==> config.mk <==
export PLATFORM = sky130hd
export DESIGN_NAME = rgb_pwm
export DESIGN_NICKNAME = d
export VERILOG_FILES = /design/src/rtl/rgb_pwm_pkg.sv /design/src/rtl/pwm_chan.sv /design/src/rtl/rgb_pwm.sv
export SDC_FILE = /design/constraint.sdc
export NUM_CORES = 1
export LEC_CHECK = 0
export CAP_MARGIN = 10
export CORE_UTILIZATION = 61
export CTS_BUF_LIST = sky130_fd_sc_hd__clkbuf_8 sky130_fd_sc_hd__clkbuf_16
export CTS_CLUSTER_SIZE = 24
export DETAILED_ROUTE_END_ITERATION = 6
export PLACE_DENSITY_LB_ADDON = 0.3
export SYNTH_ARGS = -nofsm -noshare
export SYNTH_HDL_FRONTEND = slang
export SYNTH_SLANG_ARGS = --single-unit
==> constraint.sdc <==
create_clock -name i_clk -period 3.7 [get_ports i_clk]
set_input_delay 0.555 -clock i_clk [delete_from_list [all_inputs] [get_ports i_clk]]
set_output_delay 0.555 -clock i_clk [all_outputs]
set_load 0.03 [all_outputs]
==> src/rtl/rgb_pwm_pkg.sv <==
// Shared constants, colour type and presets for the RGB PWM block.
// Presets are sized for the default duty width.
package rgb_pwm_pkg;

  localparam int WIDTH_DEF = 8;
  localparam int HFOSC_HZ  = 48_000_000;

  typedef struct packed {
    logic [WIDTH_DEF-1:0] r;
    logic [WIDTH_DEF-1:0] g;
    logic [WIDTH_DEF-1:0] b;
  } colour_t;

  localparam colour_t OFF   = '{r: 8'h00, g: 8'h00, b: 8'h00};
  localparam colour_t RED   = '{r: 8'hff, g: 8'h00, b: 8'h00};
  localparam colour_t GREEN = '{r: 8'h00, g: 8'hff, b: 8'h00};
  localparam colour_t BLUE  = '{r: 8'h00, g: 8'h00, b: 8'hff};
  localparam colour_t WHITE = '{r: 8'hff, g: 8'hff, b: 8'hff};

  // Prescaler counter width; a divide of 1 still needs one (constant) bit.
  function automatic int presc_bits(input int div);
    return (div > 1) ? $clog2(div) : 1;
  endfunction

endpackage

==> src/rtl/pwm_chan.sv <==
// One PWM channel: active duty register, one-code fade step and output compare.
module pwm_chan #(
  parameter int WIDTH  = 8,
  parameter bit INVERT = 1'b0
) (
  input  logic             clk,
  input  logic             rst_n,
  input  logic [WIDTH-1:0] cnt,
  input  logic             apply,
  input  logic             fade,
  input  logic [WIDTH-1:0] target,
  output logic             at_target,
  output logic             led
);

  logic [WIDTH-1:0] duty_reg;
  logic [WIDTH-1:0] step;
  logic [WIDTH-1:0] duty_next;
  logic             led_reg;

  // Step saturates at the target, so no wrap is possible in either direction.
  always_comb begin
    step = duty_reg;
    if (duty_reg < target) begin
      step = duty_reg + WIDTH'(1);
    end else if (duty_reg > target) begin
      step = duty_reg - WIDTH'(1);
    end
    duty_next = fade ? step : target;
  end

  assign at_target = (step == target);

  always_ff @(posedge clk or negedge rst_n) begin
    if (!rst_n) begin
      duty_reg <= '0;
      led_reg  <= INVERT;
    end else begin
      if (apply) begin
        duty_reg <= duty_next;
      end
      led_reg <= (cnt < duty_reg) ^ INVERT;
    end
  end

  assign led = led_reg;

endmodule

==> src/rtl/rgb_pwm.sv <==
// Three-channel PWM LED driver with a valid/ready colour request port.
// Requests are shadowed and applied only at PWM period boundaries.
module rgb_pwm
  import rgb_pwm_pkg::*;
#(
  parameter int WIDTH     = WIDTH_DEF,
  parameter int PRESC_DIV = 48,
  parameter bit INVERT    = 1'b0
) (
  input  logic             i_clk,
  input  logic             i_rst_n,
  input  logic             i_valid,
  output logic             o_ready,
  input  logic [WIDTH-1:0] i_r,
  input  logic [WIDTH-1:0] i_g,
  input  logic [WIDTH-1:0] i_b,
  input  logic             i_fade,
  output logic             o_led_r,
  output logic             o_led_g,
  output logic             o_led_b,
  output logic             o_period
);

  localparam int            PW         = presc_bits(PRESC_DIV);
  localparam logic [PW-1:0] PRESC_LAST = PW'(PRESC_DIV - 1);

  logic [PW-1:0]    presc_reg;
  logic [WIDTH-1:0] cnt_reg;
  logic             period_reg;
  logic             pending_reg;
  logic             fade_reg;
  logic [WIDTH-1:0] shadow_reg [3];
  logic             tick;
  logic             period_end;
  logic             xfer;
  logic             apply;
  logic [2:0]       done;
  logic [2:0]       led;

  assign tick       = (presc_reg == PRESC_LAST);
  assign period_end = tick && (cnt_reg == '1);
  assign o_ready    = !pending_reg;
  assign xfer       = i_valid && !pending_reg;
  assign apply      = period_end && pending_reg;

  always_ff @(posedge i_clk or negedge i_rst_n) begin
    if (!i_rst_n) begin
      presc_reg  <= '0;
      cnt_reg    <= '0;
      period_reg <= 1'b0;
    end else begin
      presc_reg  <= tick ? '0 : presc_reg + PW'(1);
      if (tick) begin
        cnt_reg <= cnt_reg + WIDTH'(1);
      end
      period_reg <= period_end;
    end
  end

  // A transfer can only happen while idle and an apply only while pending,
  // so the two branches never compete for pending_reg.
  always_ff @(posedge i_clk or negedge i_rst_n) begin
    if (!i_rst_n) begin
      pending_reg <= 1'b0;
      fade_reg    <= 1'b0;
      for (int i = 0; i < 3; i++) begin
        shadow_reg[i] <= '0;
      end
    end else if (xfer) begin
      pending_reg   <= 1'b1;
      fade_reg      <= i_fade;
      shadow_reg[0] <= i_r;
      shadow_reg[1] <= i_g;
      shadow_reg[2] <= i_b;
    end else if (apply && (!fade_reg || (&done))) begin
      pending_reg <= 1'b0;
    end
  end

  for (genvar gi = 0; gi < 3; gi++) begin : g_chan
    pwm_chan #(
      .WIDTH  (WIDTH),
      .INVERT (INVERT)
    ) u_chan (
      .clk       (i_clk),
      .rst_n     (i_rst_n),
      .cnt       (cnt_reg),
      .apply     (apply),
      .fade      (fade_reg),
      .target    (shadow_reg[gi]),
      .at_target (done[gi]),
      .led       (led[gi])
    );
  end

  assign o_led_r  = led[0];
  assign o_led_g  = led[1];
  assign o_led_b  = led[2];
  assign o_period = period_reg;

endmodule

; Word level (Yosys, flattened, before mapping)
; Cells that the tools add are included.
[classes]
n_reduce_logical = 9
n_mux = 12
n_addsub = 8
order_cmp = 9
n_eq_ne = 5
[op_table]
columns = cell, count
row1 = 8-bit two-way mux, 9
row2 = 8-bit less-than comparator, 6
row3 = "8-bit by 1-bit adder with 8-bit output, second input constant", 4
row4 = 8-bit equality test, 3
row5 = 8-bit > comparator, 3
row6 = "8-bit by 1-bit subtractor with 8-bit output, second input constant", 3
row7 = "8-bit equality test, second input constant", 1
row8 = "6-bit by 1-bit adder with 6-bit output, second input constant", 1
row9 = "6-bit equality test, second input constant", 1
row10 = 6-bit two-way mux, 1
row11 = 1-bit logical AND, 4
row12 = 3-bit AND reduction, 1
row13 = 1-bit logical NOT, 2
row14 = 1-bit two-way mux, 2
row15 = 2-bit nonzero test, 1
row16 = 1-bit logical OR, 1
[totals]
word_cells = 57
output_inout_bits = 5
ff_bits = 68
in_bits = 28

; Longest topological paths before layout
; Gate-level depths: netlist (run 1).
[depth]
depth_word = 9
ltp_mapped = 13
mapped_depth_nobuf = 11

; Cells and area by module
; From an unflattened synthesis (run 1), not the netlist that was laid out.
[hier_totals]
hier_cells = 628
area_unflattened_um2 = 5631.7
[modules_own_cells]
columns = module, seq_area_each_um2, cells_per_inst, area_per_inst_um2, instances
row1 = pwm_chan, 225.2, 170, 1316.3, 3
row2 = rgb_pwm, 1026.0, 118, 1682.9, 1

; Least setup slack after synthesis (run 1)
; OpenSTA, ideal clock, no wires.
[synth_path]
path_kind = flip-flop to flip-flop
start = register g_chan[0].u_chan.duty_reg[0]
end = register pending_reg
required_ns = 3.567
period_less_slack_ns = 2.716
arrival_ns = 2.583
setup_time_ns = 0.133
path_buffers = 1
path_stages_with_launch = 13
path_slack_ns = 0.984
cell_sequence = dfrtp_1 clkbuf_1 inv_1 ha_1 nand2b_1 a21oi_1 o21a_1 nor2_1 nor4_1 nor3_4 nor4_1 and4_1 a31oi_1
[synth_via]
elab_chain_cells = 8
elab_cells_between_ends = 11
cone_classes = add/sub: 2 / order compare: 2 / eq/ne: 1 / mux: 2 / reduce/logical: 4
[synth_rtl]
columns = item, line
row1 = start: declaration, pwm_chan.sv:16  ; logic [WIDTH-1:0] duty_reg;
row2 = start signal: assignment, pwm_chan.sv:40  ; duty_reg <= duty_next;
row3 = 8-bit by 1-bit subtractor with 8-bit output / 8-bit > comparator (equally long branches), "pwm_chan.sv:27, pwm_chan.sv:26"
row4 = 8-bit two-way mux, pwm_chan.sv:26  ; end else if (duty_reg > target) begin
row5 = 8-bit two-way mux *, pwm_chan.sv:24  ; if (duty_reg < target) begin
row6 = 8-bit equality test *, pwm_chan.sv:32  ; assign at_target = (step == target);
row7 = 3-bit AND reduction *, rgb_pwm.sv:75  ; end else if (apply && (!fade_reg || (&done))) begin
row8 = 1-bit logical OR *, rgb_pwm.sv:75
row9 = 1-bit logical AND *, rgb_pwm.sv:75
row10 = 2-bit nonzero test (no line) *, -
row11 = end signal: assignment, rgb_pwm.sv:64  ; pending_reg <= 1'b0;
row12 = end signal: assignment, rgb_pwm.sv:70  ; pending_reg <= 1'b1;
row13 = end signal: assignment, rgb_pwm.sv:76  ; pending_reg <= 1'b0;
row14 = end: declaration, rgb_pwm.sv:30  ; logic pending_reg;
; Every way passes the cells marked *; elsewhere a longest branch is shown, timed or not.
; A chain may end at the register's enable or synchronous reset.

; Final worst setup path (run 1)
[layout_path]
start = register g_chan[0].u_chan.duty_reg[5]
end = register pending_reg
; The elaborated chain is that of the path after synthesis.

==> results of run 1 <==
==> per-stage QoR <==
stage / hold WS (ns) / utilization (%)
global placement: 0.492 / 68.1
global route: 0.180 / 70.3
CTS: 0.160 / 70.3
finish: 0.140 / 70.3
floorplan: 0.259 / -
detailed placement: 0.516 / 68.1
==> kinds of logic (layout without fill, tap and decap cells) <==
group	Yosys count	in the layout	synth area share [%]
XOR/XNOR	44	44	7.40
AND/OR/NAND/NOR	183	183	18.1
flip-flops	68	68	32.7
AO/OA/AOI/OAI	179	179	21.5
multiplexers	8	8	1.66
buffers and inverters	79	107	5.94
adder cells (fa/ha/maj)	53	53	12.7
==> where the power goes <==
| part | switching [mW] | leakage [nW] | internal, mW | total (mW) |
|---|---|---|---|---|
| Sequential | 0.100 | 0.893 | 0.840 | 0.940 |
| Clock | 0.328 | 0.0829 | 0.251 | 0.579 |
| Combinational | 0.475 | 1.52 | 0.324 | 0.799 |
| Total | 0.904 | 2.50 | 1.41 | 2.32 |
==> routing by layer <==
| metal | global-route usage [%] | up-vias |
|---|---|---|
| li1 | - | 2244 |
| met1 | 43.5 | 2234 |
| met2 | 53.6 | 209 |
| met3 | 6.04 | 43 |
| met4 | 13.6 | 0 |
| met5 | 0 | - |
==> worst max-delay path, delay by kind of cell, from the launching register on <==
| family | cells | cell delay [ns] |
|---|---|---|
| simple gates | 3 | 0.74 |
| xor+xnor | 1 | 0.22 |
| flops | 1 | 0.52 |
| fa+ha+maj | 1 | 0.39 |
| compound gates | 5 | 1.07 |
==> path summary, 6_finish.rpt <==
kind | startpoint | endpoint | slack (ns) | cells past startpoint
setup / recovery | g_chan[0].u_chan.duty_reg[5] | pending_reg | 0.66 | 10
hold / removal | i_rst_n | presc_reg[2] | 0.14 | 1
setup reg to reg | g_chan[0].u_chan.duty_reg[5] | pending_reg | 0.66 | 10
hold reg to reg | presc_reg[0] | presc_reg[0] | 0.53 | 1
max in group asynchronous | i_rst_n | g_chan[1].u_chan.duty_reg[5] | 2.54 | 2
min in group i_clk | presc_reg[0] | presc_reg[0] | 0.53 | 1
==> area by class of cell <==
class | instances | area [um^2]
flip-flops and latches | 68 | 1700
inverters | 53 | 199
repair buffers | 38 | 360
fillers | 645 | 2440
well taps | 105 | 131
clock buffers | 9 | 124
clock inverters | 7 | 57.6
multi-input cells | 467 | 3200
==> cells in the final DEF (no fill, tap or decap), types with 4 or more instances in the layout <==
master and n:
dfrtp_1 68, nand2_1 59, o21ai_0 57, ha_1 53, inv_1 50, a21oi_1 44
nand3_1 32, clkdlybuf4s50_1 31, xnor2_1 29, nor2_1 21, nand4_1 20, o22ai_1 16
xor2_1 15, nor3_1 14, a21o_1 14, clkbuf_8 9, o211ai_1 7, nand2b_1 7
buf_4 6, nor2b_1 5, o21ai_1 5, a22oi_1 5, mux2_2 5, nor4_1 5
o21a_1 4, o31ai_1 4
==> flow_metrics.tcl, run 1 <==
set metrics [dict create \
    outcome "finished clean" \
    max_freq_ghz 0.328 \
    p_per_area_nw_per_um2 401 \
    die-area_um2 8910 \
    final_area_um2 5780 \
    slew_violations 0 \
    ys_ff_latch 68 \
    synth_most_common_cell "dfrtp_1" \
    postSynth.asyncResetShare_pct 100 \
    vias 4730 \
    stdcell_count 747 \
    crit_arrival_ns 3.28 \
    clockBufferDepth 2 \
    p_leak_nw 2.50 \
    numClockSinks 68 \
    ys_top_cells_by_count "dfrtp_1, nand2_1, o21ai_0, ha_1, inv_1" \
    cpMaxStageDelayCell "o31ai_1" \
    drt_iter0_drc 284 \
    grt_first_pass_wirelength_um 22600 \
    nNetsFinal 718 \
    yosys_warnings 0 \
    crit_path_start_kind "flip-flop" \
    gr-total-overflow 0 \
    total_power_mw 2.32 \
    areaGrowthSynthToFinish_pct 11.0 \
    maxUsedRoutingLayer "met4" \
    viasPerCell 6.33 \
    critPathKind "reg -> reg" \
    wl_per_cell_um 18.0 \
    tightestPinTransition_ns 0.725 \
    relSlewSlack_pct 51.5 \
    ir_drop_uv 268 \
    clkTransAtPathRegs_ns 0.09 \
    setup_slack_ns 0.656 \
    synth_area_leaders "dfrtp_1, ha_1, o21ai_0, xnor2_1, nand2_1" \
    hold_viol_final 0 \
    synth_area_leader_cell "dfrtp_1" \
    floorplan.die.width_um 94.4 \
    initial_utilization_pct 63.3 \
    cts_resized 0 \
    ys_seq_area_share_pct 32.7 \
    post-place-ws_ns 0.738 \
    grt_antenna_before_repair 0 \
    worst_skew_pair.late_latency_ns 0.36 \
    post_dp_cell_area_um2 5590 \
    ant_nets 0 \
    gp_congestion 0.917 \
    route.met2.wl_um 6420 \
    hpwl_um 9780 \
    die_y_um 94.4 \
    grt_usage_pct 33.1 \
    cts_setup_buffers 0 \
    io_pins 33 \
    hp-class "in -> async" \
    dp.cells 731 \
    synth_cell_type_count 64 \
    yosysTopAreaCellShare_pct 32.7 \
    wl_met1_um 5790 \
    layout_min_cycle_time_ns 3.04 \
    rows 33 \
    cts_buffers 9 \
    cts_hold_buf 0 \
    post-route-period-util_pct 82.3 \
    synth_ff_type "dfrtp_1" \
    root_buffer "clkbuf_8" \
    cp.required_ns 3.94 \
    cp_max_fo 11 \
    drtPass1Iterations 5 \
    route.detailed.drc 0 \
    rsz0062_at_grt "no" \
    maxCapViolCount 0 \
    route.met3.wl_um 905 \
    wirelength_um 13500 \
    cpPeakStageDelay_ns 0.54 \
    syn_area_um2 5200 \
    h-tree-depth 3 \
    port_buffers 32 \
    core_um2 8220 \
    skew_ns 0.0111 \
    cp_cell_sequence "ha_1 > a21oi_1 > o21ai_1 > o31ai_1 > xnor2_1 > o21ai_2 > or3_1 > nor4_1 > and4_1 > a31oi_1" \
    grt_pass1_vias 4687 \
    tns_ns 0 \
    drive_above_1_share_pct 7.48 \
    cts_tree "done" \
    antennaDiodeCount 0 \
    syn_area_per_cell_um2 8.48 \
    end_kind "flip-flop" \
    synth_edf_count 0 \
    syn_inst 614 \
    setup_violations 0 \
    grt_max_degree 49 \
    synth_nets 695 \
]
Power figures use the tool's default switching activity.
==> run 2: changes to the inputs <==
clock period = 2.95 ns   (was 3.7 ns; I/O delays follow)
==> run 2 against run 1 <==
  * Count of clock-buffer cells in the layout stayed put
  * Final cell count is 2.5% higher
  * Combinational power is 28% higher
  * Register-to-register slack got worse by 0.50 ns
  * Non-clock buffer count up 19
  * Global-route usage grew 0.78 points
  * Wire length is 3.9% higher
  * Clock skew increased by 0.0010 ns
  * Total power grew 26%
  * Sequential share of layout area is 0.82 points lower
  * Largest power group unchanged
==> flow_metrics.tcl, run 2 (synthesis gave the netlist of run 1 again) <==
set metrics [dict create \
    worstPathBufferInverterCount 0 \
    combinationalPowerShare_pct 34.9 \
    slew_violations 0 \
    root_buffer "clkbuf_8" \
    critPathKind "reg -> reg" \
    numClockSinks 68 \
    gr-total-overflow 0 \
    cts_buffers 9 \
    regToRegStartpoint "g_chan[0].u_chan.duty_reg[7]" \
    viasPerCell 6.21 \
    final_core_util_pct 72.3 \
    grt_max_degree 39 \
    crit_path_start_kind "flip-flop" \
    setup_violations 0 \
    ant_nets 0 \
    cts_hold_buf 0 \
    nFillCells 637 \
    skew_ns 0.0121 \
    h-tree-depth 3 \
    netSwitchingPower_mw 1.15 \
    clkTransAtPathRegs_ns 0.09 \
    nNetsFinal 737 \
    cts_setup_buffers 0 \
    hpwl_um 10600 \
    initial_utilization_pct 63.3 \
    cpMaxStageDelayCell "dfrtp_1" \
    use_met2_pct 56.9 \
    post-route-period-util_pct 94.8 \
    p_int_mw 1.78 \
    cpPeakStageDelay_ns 0.45 \
    grt_usage_pct 33.9 \
    maxCapViolCount 0 \
    power_frac_clock_pct 24.9 \
    use_met3_pct 4.99 \
    layout_commonest_cell "dfrtp_1" \
    outcome "finished clean" \
    cp_max_fo 6 \
    hp-class "in -> async" \
    wirelength_um 14000 \
    core_um2 8220 \
    hold_viol_final 0 \
    tightestPinTransition_ns 0.766 \
    p_per_area_nw_per_um2 493 \
    final_cell_mix "dfrtp_1, nand2_1, o21ai_0" \
    layout_min_cycle_time_ns 2.80 \
    regToRegSetupSlack_ns 0.15 \
    antennaDiodeCount 0 \
    clockBufferDepth 2 \
    areaGrowthSynthToFinish_pct 14.1 \
    rows 33 \
    route.detailed.drc 0 \
    die-area_um2 8910 \
    cp.required_ns 3.19 \
    relSlewSlack_pct 49.0 \
    grt_first_pass_wirelength_um 22900 \
    end_kind "flip-flop" \
    cts_tree "done" \
    io_pins 33 \
    die_y_um 94.4 \
    grt_busiest_layer "met2" \
    cp_cell_sequence "ha_1 > a21oi_1 > o21ai_1 > o31ai_2 > xnor2_1 > o21ai_2 > or3_1 > nor4_1 > and4_1 > a31oi_1" \
    floorplan.die.width_um 94.4 \
    grt_antenna_before_repair 0 \
    seq_power_share_pct 40.2 \
    gp_congestion 0.934 \
    crit_family "compound AO/OA/AOI/OAI gates" \
    crit_arrival_ns 3.04 \
    tns_ns 0 \
    cts_resized 0 \
    drt_iter0_drc 248 \
    drtPass1Iterations 5 \
    met1_usage_pct 43.7 \
    p_leak_nw 2.60 \
    drive_above_1_share_pct 10.6 \
    grt_pass1_vias 4694 \
    ir_drop_uv 495 \
    swShare_pct 39.2 \
    max_freq_ghz 0.358 \
    worst_skew_pair.late_latency_ns 0.36 \
    wl_per_cell_um 18.3 \
    rsz0062_at_grt "no" \
    port_buffers 32 \
    crit_start "g_chan[0].u_chan.duty_reg[7]" \
    vias 4758 \
]
run 2: cell count changes in the layout (fill, tap and decap cells not counted):
cell / change
a31o_2: +1
buf_12: +1
o31ai_1: -2
o31ai_2: +2
a31o_1: -1
buf_4: +18
run 2: metal layers:
layer,routed length (um),vias to the layer above
li1,-,2280
met1,6060,2283
met2,6860,165
met3,728,30
met4,358,0
met5,0,-
run 2: worst paths after layout:
check | end | cells after the start
max in group asynchronous | g_chan[1].u_chan.duty_reg[0] | 2
min in group i_clk | presc_reg[0] | 1
min | presc_reg[4] | 1
min reg2reg | presc_reg[0] | 1
max | pending_reg | 10
max reg2reg | pending_reg | 10
run 2: metrics by stage:
stage / hold WS, ns / area (um^2) / power (mW) / setup slack [ns] / std cells
global placement: 0.489 / 5750 / 2.16 / 0.134 / 750
detailed placement: 0.510 / 5750 / 2.19 / 0.0877 / 750
floorplan: 0.147 / 5200 / 1.88 / 0.234 / 614
finish: 0.139 / 5940 / 2.93 / 0.154 / 766
CTS: 0.176 / 5930 / 2.92 / 0.0702 / 766
global route: 0.199 / 5940 / 3.10 / 0.000906 / 766
run 2: layout make-up:
cell class              count  area [um^2]  share of cell area (%)
well taps                 105          131                    2.21
clock inverters             7         57.6                   0.969
repair buffers             57          515                    8.68
flip-flops and latches     68         1700                    28.6
clock buffers               9          124                    2.09
inverters                  53          199                    3.35
multi-input cells         467         3210                    54.1
run 2: power by group through the flow:
stage                     combinational [mW]  clock, mW  sequential [mW]
after floorplan                        0.724          0             1.16
after global placement                 0.975          0             1.18
after detailed placement               0.998          0             1.19
after CTS                               1.01      0.740             1.17
after global routing                    1.12      0.782             1.19
final                                   1.02      0.729             1.18
==> run 3: changes to the inputs <==
CAP_MARGIN = unset   (was 10)
==> results of run 3 <==
The final DEF is identical to that of run 2; final timing and power are the same.
